$ cat src/rtl/mem_lane_unit_pkg.sv
// Shared definitions for the data-memory lane unit: widths, size codes, FSM states.
// Latency: none (declarations and a pure combinational helper).
// Backpressure: not applicable.
package mem_lane_unit_pkg;

  localparam int DATA_W = 32;
  localparam int BE_W   = DATA_W / 8;

  localparam logic [1:0] SIZE_BYTE = 2'b00;
  localparam logic [1:0] SIZE_HALF = 2'b01;
  localparam logic [1:0] SIZE_WORD = 2'b10;

  typedef enum logic [1:0] {
    ST_IDLE   = 2'd0,
    ST_ACCESS = 2'd1,
    ST_DONE   = 2'd2
  } state_t;

  // Misaligned half/word or the reserved size code: never reaches the memory.
  function automatic logic req_err(input logic [1:0] size, input logic [1:0] off);
    case (size)
      SIZE_BYTE: req_err = 1'b0;
      SIZE_HALF: req_err = off[0];
      SIZE_WORD: req_err = (off != 2'b00);
      default:   req_err = 1'b1;
    endcase
  endfunction

endpackage

$ cat src/rtl/mem_lane_unit_if.sv
// Pipeline request/response plus data-memory bus of the lane unit.
// Latency: none (wiring only).
// Backpressure: ReqReady low holds the request upstream; MemAck completes memory accesses.
interface mem_lane_unit_if;
  import mem_lane_unit_pkg::*;

  logic              ReqValid;
  logic              ReqReady;
  logic              ReqWrite;
  logic [1:0]        ReqSize;
  logic              ReqSigned;
  logic [DATA_W-1:0] ReqAddr;
  logic [DATA_W-1:0] ReqWData;
  logic              MemEn;
  logic              MemWe;
  logic [BE_W-1:0]   MemBE;
  logic [DATA_W-1:0] MemAddr;
  logic [DATA_W-1:0] MemWData;
  logic [DATA_W-1:0] MemRData;
  logic              MemAck;
  logic              RespValid;
  logic [DATA_W-1:0] RespRData;
  logic              RespErr;
  logic              Stall;

  // The lane unit itself.
  modport slave (
    input  ReqValid, ReqWrite, ReqSize, ReqSigned, ReqAddr, ReqWData, MemRData, MemAck,
    output ReqReady, MemEn, MemWe, MemBE, MemAddr, MemWData, RespValid, RespRData, RespErr, Stall
  );

  // Pipeline plus memory environment around the unit.
  modport master (
    output ReqValid, ReqWrite, ReqSize, ReqSigned, ReqAddr, ReqWData, MemRData, MemAck,
    input  ReqReady, MemEn, MemWe, MemBE, MemAddr, MemWData, RespValid, RespRData, RespErr, Stall
  );

endinterface

$ cat src/rtl/mem_lane_unit_load_lane_ext.sv
// Picks the addressed byte/half lane out of a read word and zero/sign-extends it.
// Latency: purely combinational.
// Backpressure: none.
module load_lane_ext
  import mem_lane_unit_pkg::*;
(
  input  logic [DATA_W-1:0] rdata,
  input  logic [1:0]        offset,
  input  logic [1:0]        size,
  input  logic              is_signed,
  output logic [DATA_W-1:0] data
);

  logic [7:0]  lane_b;
  logic [15:0] lane_h;

  // Lane select then extension; words pass through untouched.
  always_comb begin
    lane_b = rdata[{offset, 3'b000} +: 8];
    lane_h = rdata[{offset[1], 4'b0000} +: 16];
    data   = rdata;
    case (size)
      SIZE_BYTE: data = {{24{is_signed & lane_b[7]}}, lane_b};
      SIZE_HALF: data = {{16{is_signed & lane_h[15]}}, lane_h};
      default:   data = rdata;
    endcase
  end

endmodule

$ cat src/rtl/mem_lane_unit.sv
// MEM-stage data-memory access unit: store lane narrowing, load extension, req/ack with timeout.
// Latency: accept -> MemEn next cycle -> RespValid cycle after ack; error without access responds after 1 cycle.
// Backpressure: ReqReady only in IDLE; Stall held while busy; MemEn gives up after TIMEOUT cycles.
module mem_lane_unit
  import mem_lane_unit_pkg::*;
#(
  parameter int TIMEOUT = 15,
  parameter int CNT_W   = 8
) (
  input logic             clk,
  input logic             rst_n,
  mem_lane_unit_if.slave  bus
);

  state_t            state_q, state_d;
  logic              accept, acc_err, timeout;
  logic [CNT_W-1:0]  cnt_q;
  logic [1:0]        off_q, size_q;
  logic              signed_q, write_q;
  logic              we_q;
  logic [BE_W-1:0]   be_q, st_be;
  logic [DATA_W-1:0] maddr_q, wdata_q, st_wdata;
  logic [DATA_W-1:0] rdata_q, ext_data;
  logic              err_q;

  assign accept  = bus.ReqValid && (state_q == ST_IDLE);
  assign acc_err = req_err(bus.ReqSize, bus.ReqAddr[1:0]);
  assign timeout = (cnt_q == CNT_W'(TIMEOUT));

  load_lane_ext u_ext (
    .rdata     (bus.MemRData),
    .offset    (off_q),
    .size      (size_q),
    .is_signed (signed_q),
    .data      (ext_data)
  );

  // State register; async reset drops MemEn immediately since it decodes from state.
  always_ff @(posedge clk or negedge rst_n) begin
    if (!rst_n) state_q <= ST_IDLE;
    else        state_q <= state_d;
  end

  // Next state: ack beats a coincident timeout.
  always_comb begin
    state_d = state_q;
    case (state_q)
      ST_IDLE:   if (accept) state_d = acc_err ? ST_DONE : ST_ACCESS;
      ST_ACCESS: if (bus.MemAck || timeout) state_d = ST_DONE;
      ST_DONE:   state_d = ST_IDLE;
      default:   state_d = ST_IDLE;
    endcase
  end

  // Outputs: handshake decoded from state, bus fields from registers.
  always_comb begin
    bus.ReqReady  = (state_q == ST_IDLE);
    bus.Stall     = (state_q != ST_IDLE);
    bus.MemEn     = (state_q == ST_ACCESS);
    bus.RespValid = (state_q == ST_DONE);
    bus.RespErr   = (state_q == ST_DONE) && err_q;
    bus.RespRData = (state_q == ST_DONE) ? rdata_q : '0;
    bus.MemWe     = we_q;
    bus.MemBE     = be_q;
    bus.MemAddr   = maddr_q;
    bus.MemWData  = wdata_q;
  end

  // Store narrowing from the incoming request; loads enable all lanes with no data.
  always_comb begin
    st_be    = 4'b1111;
    st_wdata = '0;
    if (bus.ReqWrite) begin
      case (bus.ReqSize)
        SIZE_BYTE: begin
          st_be    = 4'b0001 << bus.ReqAddr[1:0];
          st_wdata = {4{bus.ReqWData[7:0]}};
        end
        SIZE_HALF: begin
          st_be    = bus.ReqAddr[1] ? 4'b1100 : 4'b0011;
          st_wdata = {2{bus.ReqWData[15:0]}};
        end
        default: begin
          st_be    = 4'b1111;
          st_wdata = bus.ReqWData;
        end
      endcase
    end
  end

  // Request latch, wait counter and response capture.
  always_ff @(posedge clk or negedge rst_n) begin
    if (!rst_n) begin
      cnt_q    <= '0;
      off_q    <= 2'b00;
      size_q   <= 2'b00;
      signed_q <= 1'b0;
      write_q  <= 1'b0;
      we_q     <= 1'b0;
      be_q     <= '0;
      maddr_q  <= '0;
      wdata_q  <= '0;
      rdata_q  <= '0;
      err_q    <= 1'b0;
    end else if (accept) begin
      off_q    <= bus.ReqAddr[1:0];
      size_q   <= bus.ReqSize;
      signed_q <= bus.ReqSigned;
      write_q  <= bus.ReqWrite;
      we_q     <= bus.ReqWrite;
      be_q     <= st_be;
      maddr_q  <= {bus.ReqAddr[DATA_W-1:2], 2'b00};
      wdata_q  <= st_wdata;
      cnt_q    <= acc_err ? '0 : CNT_W'(1);
      err_q    <= acc_err;
      rdata_q  <= '0;
    end else if (state_q == ST_ACCESS) begin
      if (bus.MemAck) begin
        rdata_q <= write_q ? '0 : ext_data;
        err_q   <= 1'b0;
        cnt_q   <= '0;
      end else if (timeout) begin
        rdata_q <= '0;
        err_q   <= 1'b1;
        cnt_q   <= '0;
      end else begin
        cnt_q   <= cnt_q + CNT_W'(1);
      end
    end
  end

endmodule
$ cat src/flat_wrapper.sv
// flat-port wrapper written by rule: the top's interface ports become plain ports
module mem_lane_unit_flat import mem_lane_unit_pkg::*;
#(
  parameter int TIMEOUT = 15,
  parameter int CNT_W   = 8
)
  (clk, rst_n, bus_ReqValid, bus_ReqWrite, bus_ReqSize, bus_ReqSigned, bus_ReqAddr, bus_ReqWData, bus_MemRData, bus_MemAck, bus_ReqReady, bus_MemEn, bus_MemWe, bus_MemBE, bus_MemAddr, bus_MemWData, bus_RespValid, bus_RespRData, bus_RespErr, bus_Stall);
  mem_lane_unit_if bus_i ();
  input logic clk;
  input logic rst_n;
  input wire logic [$bits(bus_i.ReqValid)-1:0] bus_ReqValid;
  input wire logic [$bits(bus_i.ReqWrite)-1:0] bus_ReqWrite;
  input wire logic [$bits(bus_i.ReqSize)-1:0] bus_ReqSize;
  input wire logic [$bits(bus_i.ReqSigned)-1:0] bus_ReqSigned;
  input wire logic [$bits(bus_i.ReqAddr)-1:0] bus_ReqAddr;
  input wire logic [$bits(bus_i.ReqWData)-1:0] bus_ReqWData;
  input wire logic [$bits(bus_i.MemRData)-1:0] bus_MemRData;
  input wire logic [$bits(bus_i.MemAck)-1:0] bus_MemAck;
  output wire logic [$bits(bus_i.ReqReady)-1:0] bus_ReqReady;
  output wire logic [$bits(bus_i.MemEn)-1:0] bus_MemEn;
  output wire logic [$bits(bus_i.MemWe)-1:0] bus_MemWe;
  output wire logic [$bits(bus_i.MemBE)-1:0] bus_MemBE;
  output wire logic [$bits(bus_i.MemAddr)-1:0] bus_MemAddr;
  output wire logic [$bits(bus_i.MemWData)-1:0] bus_MemWData;
  output wire logic [$bits(bus_i.RespValid)-1:0] bus_RespValid;
  output wire logic [$bits(bus_i.RespRData)-1:0] bus_RespRData;
  output wire logic [$bits(bus_i.RespErr)-1:0] bus_RespErr;
  output wire logic [$bits(bus_i.Stall)-1:0] bus_Stall;
  assign bus_i.ReqValid = bus_ReqValid;
  assign bus_i.ReqWrite = bus_ReqWrite;
  assign bus_i.ReqSize = bus_ReqSize;
  assign bus_i.ReqSigned = bus_ReqSigned;
  assign bus_i.ReqAddr = bus_ReqAddr;
  assign bus_i.ReqWData = bus_ReqWData;
  assign bus_i.MemRData = bus_MemRData;
  assign bus_i.MemAck = bus_MemAck;
  assign bus_ReqReady = bus_i.ReqReady;
  assign bus_MemEn = bus_i.MemEn;
  assign bus_MemWe = bus_i.MemWe;
  assign bus_MemBE = bus_i.MemBE;
  assign bus_MemAddr = bus_i.MemAddr;
  assign bus_MemWData = bus_i.MemWData;
  assign bus_RespValid = bus_i.RespValid;
  assign bus_RespRData = bus_i.RespRData;
  assign bus_RespErr = bus_i.RespErr;
  assign bus_Stall = bus_i.Stall;
  mem_lane_unit #(.TIMEOUT(TIMEOUT), .CNT_W(CNT_W)) u_core (.clk(clk), .rst_n(rst_n), .bus(bus_i));
endmodule
$ cat config.mk
export PLATFORM = sky130hd
export DESIGN_NAME = mem_lane_unit_flat
export DESIGN_NICKNAME = d
export VERILOG_FILES = /design/src/rtl/mem_lane_unit_pkg.sv /design/src/rtl/mem_lane_unit_if.sv /design/src/rtl/mem_lane_unit_load_lane_ext.sv /design/src/rtl/mem_lane_unit.sv /design/src/flat_wrapper.sv
export SDC_FILE = /design/constraint.sdc
export NUM_CORES = 1
export LEC_CHECK = 0
export CAP_MARGIN = 15
export CORE_ASPECT_RATIO = 1.2
export CORE_MARGIN = 5
export CORE_UTILIZATION = 35
export DETAILED_ROUTE_END_ITERATION = 6
export GPL_TIMING_DRIVEN = 0
export HOLD_SLACK_MARGIN = 0.02
export PLACE_DENSITY = 0.66
export SKIP_CTS_REPAIR_TIMING = 1
export SLEW_MARGIN = 10
export SYNTH_ARGS = -nofsm -noshare
export SYNTH_HDL_FRONTEND = slang
export SYNTH_SLANG_ARGS = --single-unit
export TNS_END_PERCENT = 5
$ cat constraint.sdc
create_clock -name clk -period 1.7 [get_ports clk]
set_input_delay 0.34 -clock clk [delete_from_list [all_inputs] [get_ports clk]]
set_output_delay 0.34 -clock clk [all_outputs]
set_load 0.01 [all_outputs]
==> flow_summary_export.csv <==
group,metric,value,unit
run_status,status,"finished with violations",
run_status,violations,"negative setup slack",
die,core-area,16100,um2
critical_path,cp.required,1.99,ns
timing,rsz0062_at_grt,"true",
synth,synth-seq-cells,115,
synth,synthTopCellsByCount,"nand2_1 (138), dfrtp_1 (115), and2_1 (36)",
cells_and_area,stdcell_area,9170,um2
place,io_buffer_count,205,
critical_path,critical_path_class,"flip-flop to flip-flop",
global_route,track_usage,19.8,%
cells_and_area,drive_gt1_share,21.9,%
synth,synthFlopType,"dfrtp_1",
synth,synth_area_leaders,"dfrtp_1 (51%), nand2_1 (9.2%), and2_1 (4.0%), mux2_2 (3.4%), nor2b_1 (3.1%)",
critical_path,rrSetupSlack,-0.23,ns
cts,numCtsBuffers,17,
timing,tightestPinTransition,0.643,ns
min_path,hold_path_class,"primary input to flip-flop",
global_route,grt_max_degree,61,
timing,min_period,1.93,ns
timing,setup_viol,79,
synth,synth_top_cell_area_share,50.9,%
critical_path,end_kind,"flip-flop",
place,dp_slack,-0.807,ns
detailed_routing,drt-pass1-iter-count,4,
timing,finalHoldViolCount,0,
die,chipHeight,149,um
timing,clock.fmax,0.519,GHz
synth,synth.largest_area_cell,"dfrtp_1",
timing,finalWorstSetupSlack,-0.227,ns
power,max-vdd-ir-drop,1.10,mV
cts,clkTransAtPathRegs,0.06,ns
synth,synth_area,5660,um2
timing,fin_crit_sh,113,%
cts,worstSkewPairLatency,0.41,ns
power,p_per_area,1290,nW/um2
detailed_routing,routed_wl,19100,um
detailed_routing,drcViolationCount,0,
critical_path,crit_arrival,2.21,ns
place,place_area,8030,um2
detailed_routing,drt_iter0_drc,278,
synth,syn_area_per_cell,9.65,um2
synth,yosysSeqAreaShare,50.9,%
cts,cts_sinks,115,
timing,max_slew_margin,57.2,%
synth,ys_types,45,
global_route,grt_pass1_wl,29600,um
die,rows,51,
cts,cts_root_buffer,"clkbuf_16",
detailed_routing,post_drt_wl_per_cell,18.1,um
detailed_routing,vias,5327,
cts,htreeDepth,4,
cts,cts_buffer_depth,2,
cells_and_area,nFillCells,1446,
place,gp_congestion,0.848,
detailed_routing,routed_via_density,5.03,
cts,cts_tree,"built",
timing,hold_slack,0.392,ns
die,die-area,18800,um2
flow_run,cap_violations,0,
timing,fin_worst_skew,0.00742,ns
global_route,grt_pass1_vias,5523,
synth,synth_edf_count,0,
global_route,grt_remaining_overflow,0,
cells_and_area,nNetsFinal,937,
critical_path,crit_path_start_kind,"flip-flop",
power,power.leakage,4.63,nW
synth,synth_most_common_cell,"nand2_1",
timing,drv_slew,0,
place,hpwl,14200,um
synth,synthArstFlopShare,100,%
global_route,antenna_found_initial,1,
die,die_w,126,um
critical_path,crit_fanout,10,
die,pin_count,210,
die,start_util,35.2,%
cells_and_area,fin_util,57.0,%
synth,syn_inst,586,
synth,synth_warnings,0,
cells_and_area,synthToLayoutAreaGrowth,62.2,%
detailed_routing,ant_nets,0,
[worst paths after layout]
kind | cells after the start | from | to
max reg2reg | 7 | u_core.state_q[0]$_DFFE_PN0P_ | u_core.rdata_q[25]$_DFFE_PN0P_
min | 3 | bus_ReqWrite | u_core.bus.MemWData[10]$_DFFE_PN0P_
max | 7 | u_core.state_q[0]$_DFFE_PN0P_ | u_core.rdata_q[25]$_DFFE_PN0P_
max in group asynchronous | 3 | rst_n | u_core.size_q[1]$_DFFE_PN0P_
min reg2reg | 2 | u_core.bus.MemAddr[7]$_DFFE_PN0P_ | u_core.bus.MemAddr[7]$_DFFE_PN0P_
min in group asynchronous | 2 | rst_n | u_core.rdata_q[24]$_DFFE_PN0P_
[sequential cells by signal (all words and copies together) (netlist names)]
| name | count |
|---|---|
| u_core.bus.MemAddr | 30 |
| u_core.bus.MemBE | 4 |
| u_core.bus.MemWData | 32 |
| u_core.cnt_q | 8 |
| u_core.err_q | 1 |
| u_core.off_q | 2 |
| u_core.rdata_q | 32 |
| u_core.signed_q | 1 |
| u_core.size_q | 2 |
| u_core.state_q | 2 |
| u_core.write_q | 1 |
[final cells by class]
type	instances	area, um2	share of cell area [%]
multi-input cells	423	2740	29.8
clock inverters	13	183	1.99
repair buffers	227	2340	25.5
plain buffers	43	292	3.18
inverters	5	18.8	0.205
clock buffers	19	453	4.94
flip-flops and latches	115	2880	31.4
diodes	1	2.50	0.0273
well taps	212	265	2.89
[worst max-delay path, cell delays in order (launching register included)]
cell      delay [ns]
dfrtp_2         0.45
buf_4           0.17
nor3b_4         0.28
a211oi_4        0.07
nand2b_4        0.17
buf_8           0.14
buf_8           0.14
a221o_2         0.38
[report_power, final]
| part | switching, mW | leakage [nW] | internal, mW |
|---|---|---|---|
| combinational | 2.00 | 2.85 | 2.16 |
| clock | 1.28 | 0.301 | 2.52 |
| sequential | 0.445 | 1.48 | 3.44 |
[cells by family after synthesis]
logic type               share of synthesized area, %
AND/OR/NAND/NOR                                  21.9
AO/OA/AOI/OAI                                    16.5
flip-flops                                       50.9
buffers and inverters                            3.76
multiplexers                                     6.22
XOR/XNOR                                        0.465
adder cells (fa/ha/maj)                         0.221
other                                          0.0663
[metal layers]
layer / up-vias / wire length [um] / global-route usage, %
li1: 2511 / - / -
met4: 0 / 557 / 7.83
met3: 30 / 1790 / 7.92
met1: 2546 / 7660 / 23.5
met5: - / 0 / 0
met2: 240 / 9100 / 32.3
[per-stage QoR]
stage               total power [mW]  cells  TNS, ns
floorplan                       5.69    587    -1.21
global placement                7.66   1004  -547.42
detailed placement              7.75   1005   -80.98
CTS                             11.6   1037   -65.86
global route                    12.5   1058   -17.35
finish                          11.8   1058   -10.24
[layout by cell type (no fill, tap or decap), types with 5 or more instances in the layout]
cell type	n
a21oi_1	14
a221o_1	6
a221o_2	10
a22o_1	11
a32o_1	8
and2_1	17
and2_4	19
buf_2	18
buf_4	22
buf_6	25
buf_8	7
clkbuf_1	15
clkbuf_16	18
clkbuf_2	5
clkdlybuf4s50_1	128
dfrtp_1	112
dlymetal6s2s_1	42
inv_1	5
mux2_2	17
mux2i_1	16
nand2_1	137
nand2b_1	20
nand3_1	9
nor2_1	15
nor2b_1	26
o21ai_0	27
o21ai_1	5
o2bb2ai_1	6
o31ai_1	16
No activity file was read; power rests on OpenSTA's default activity.
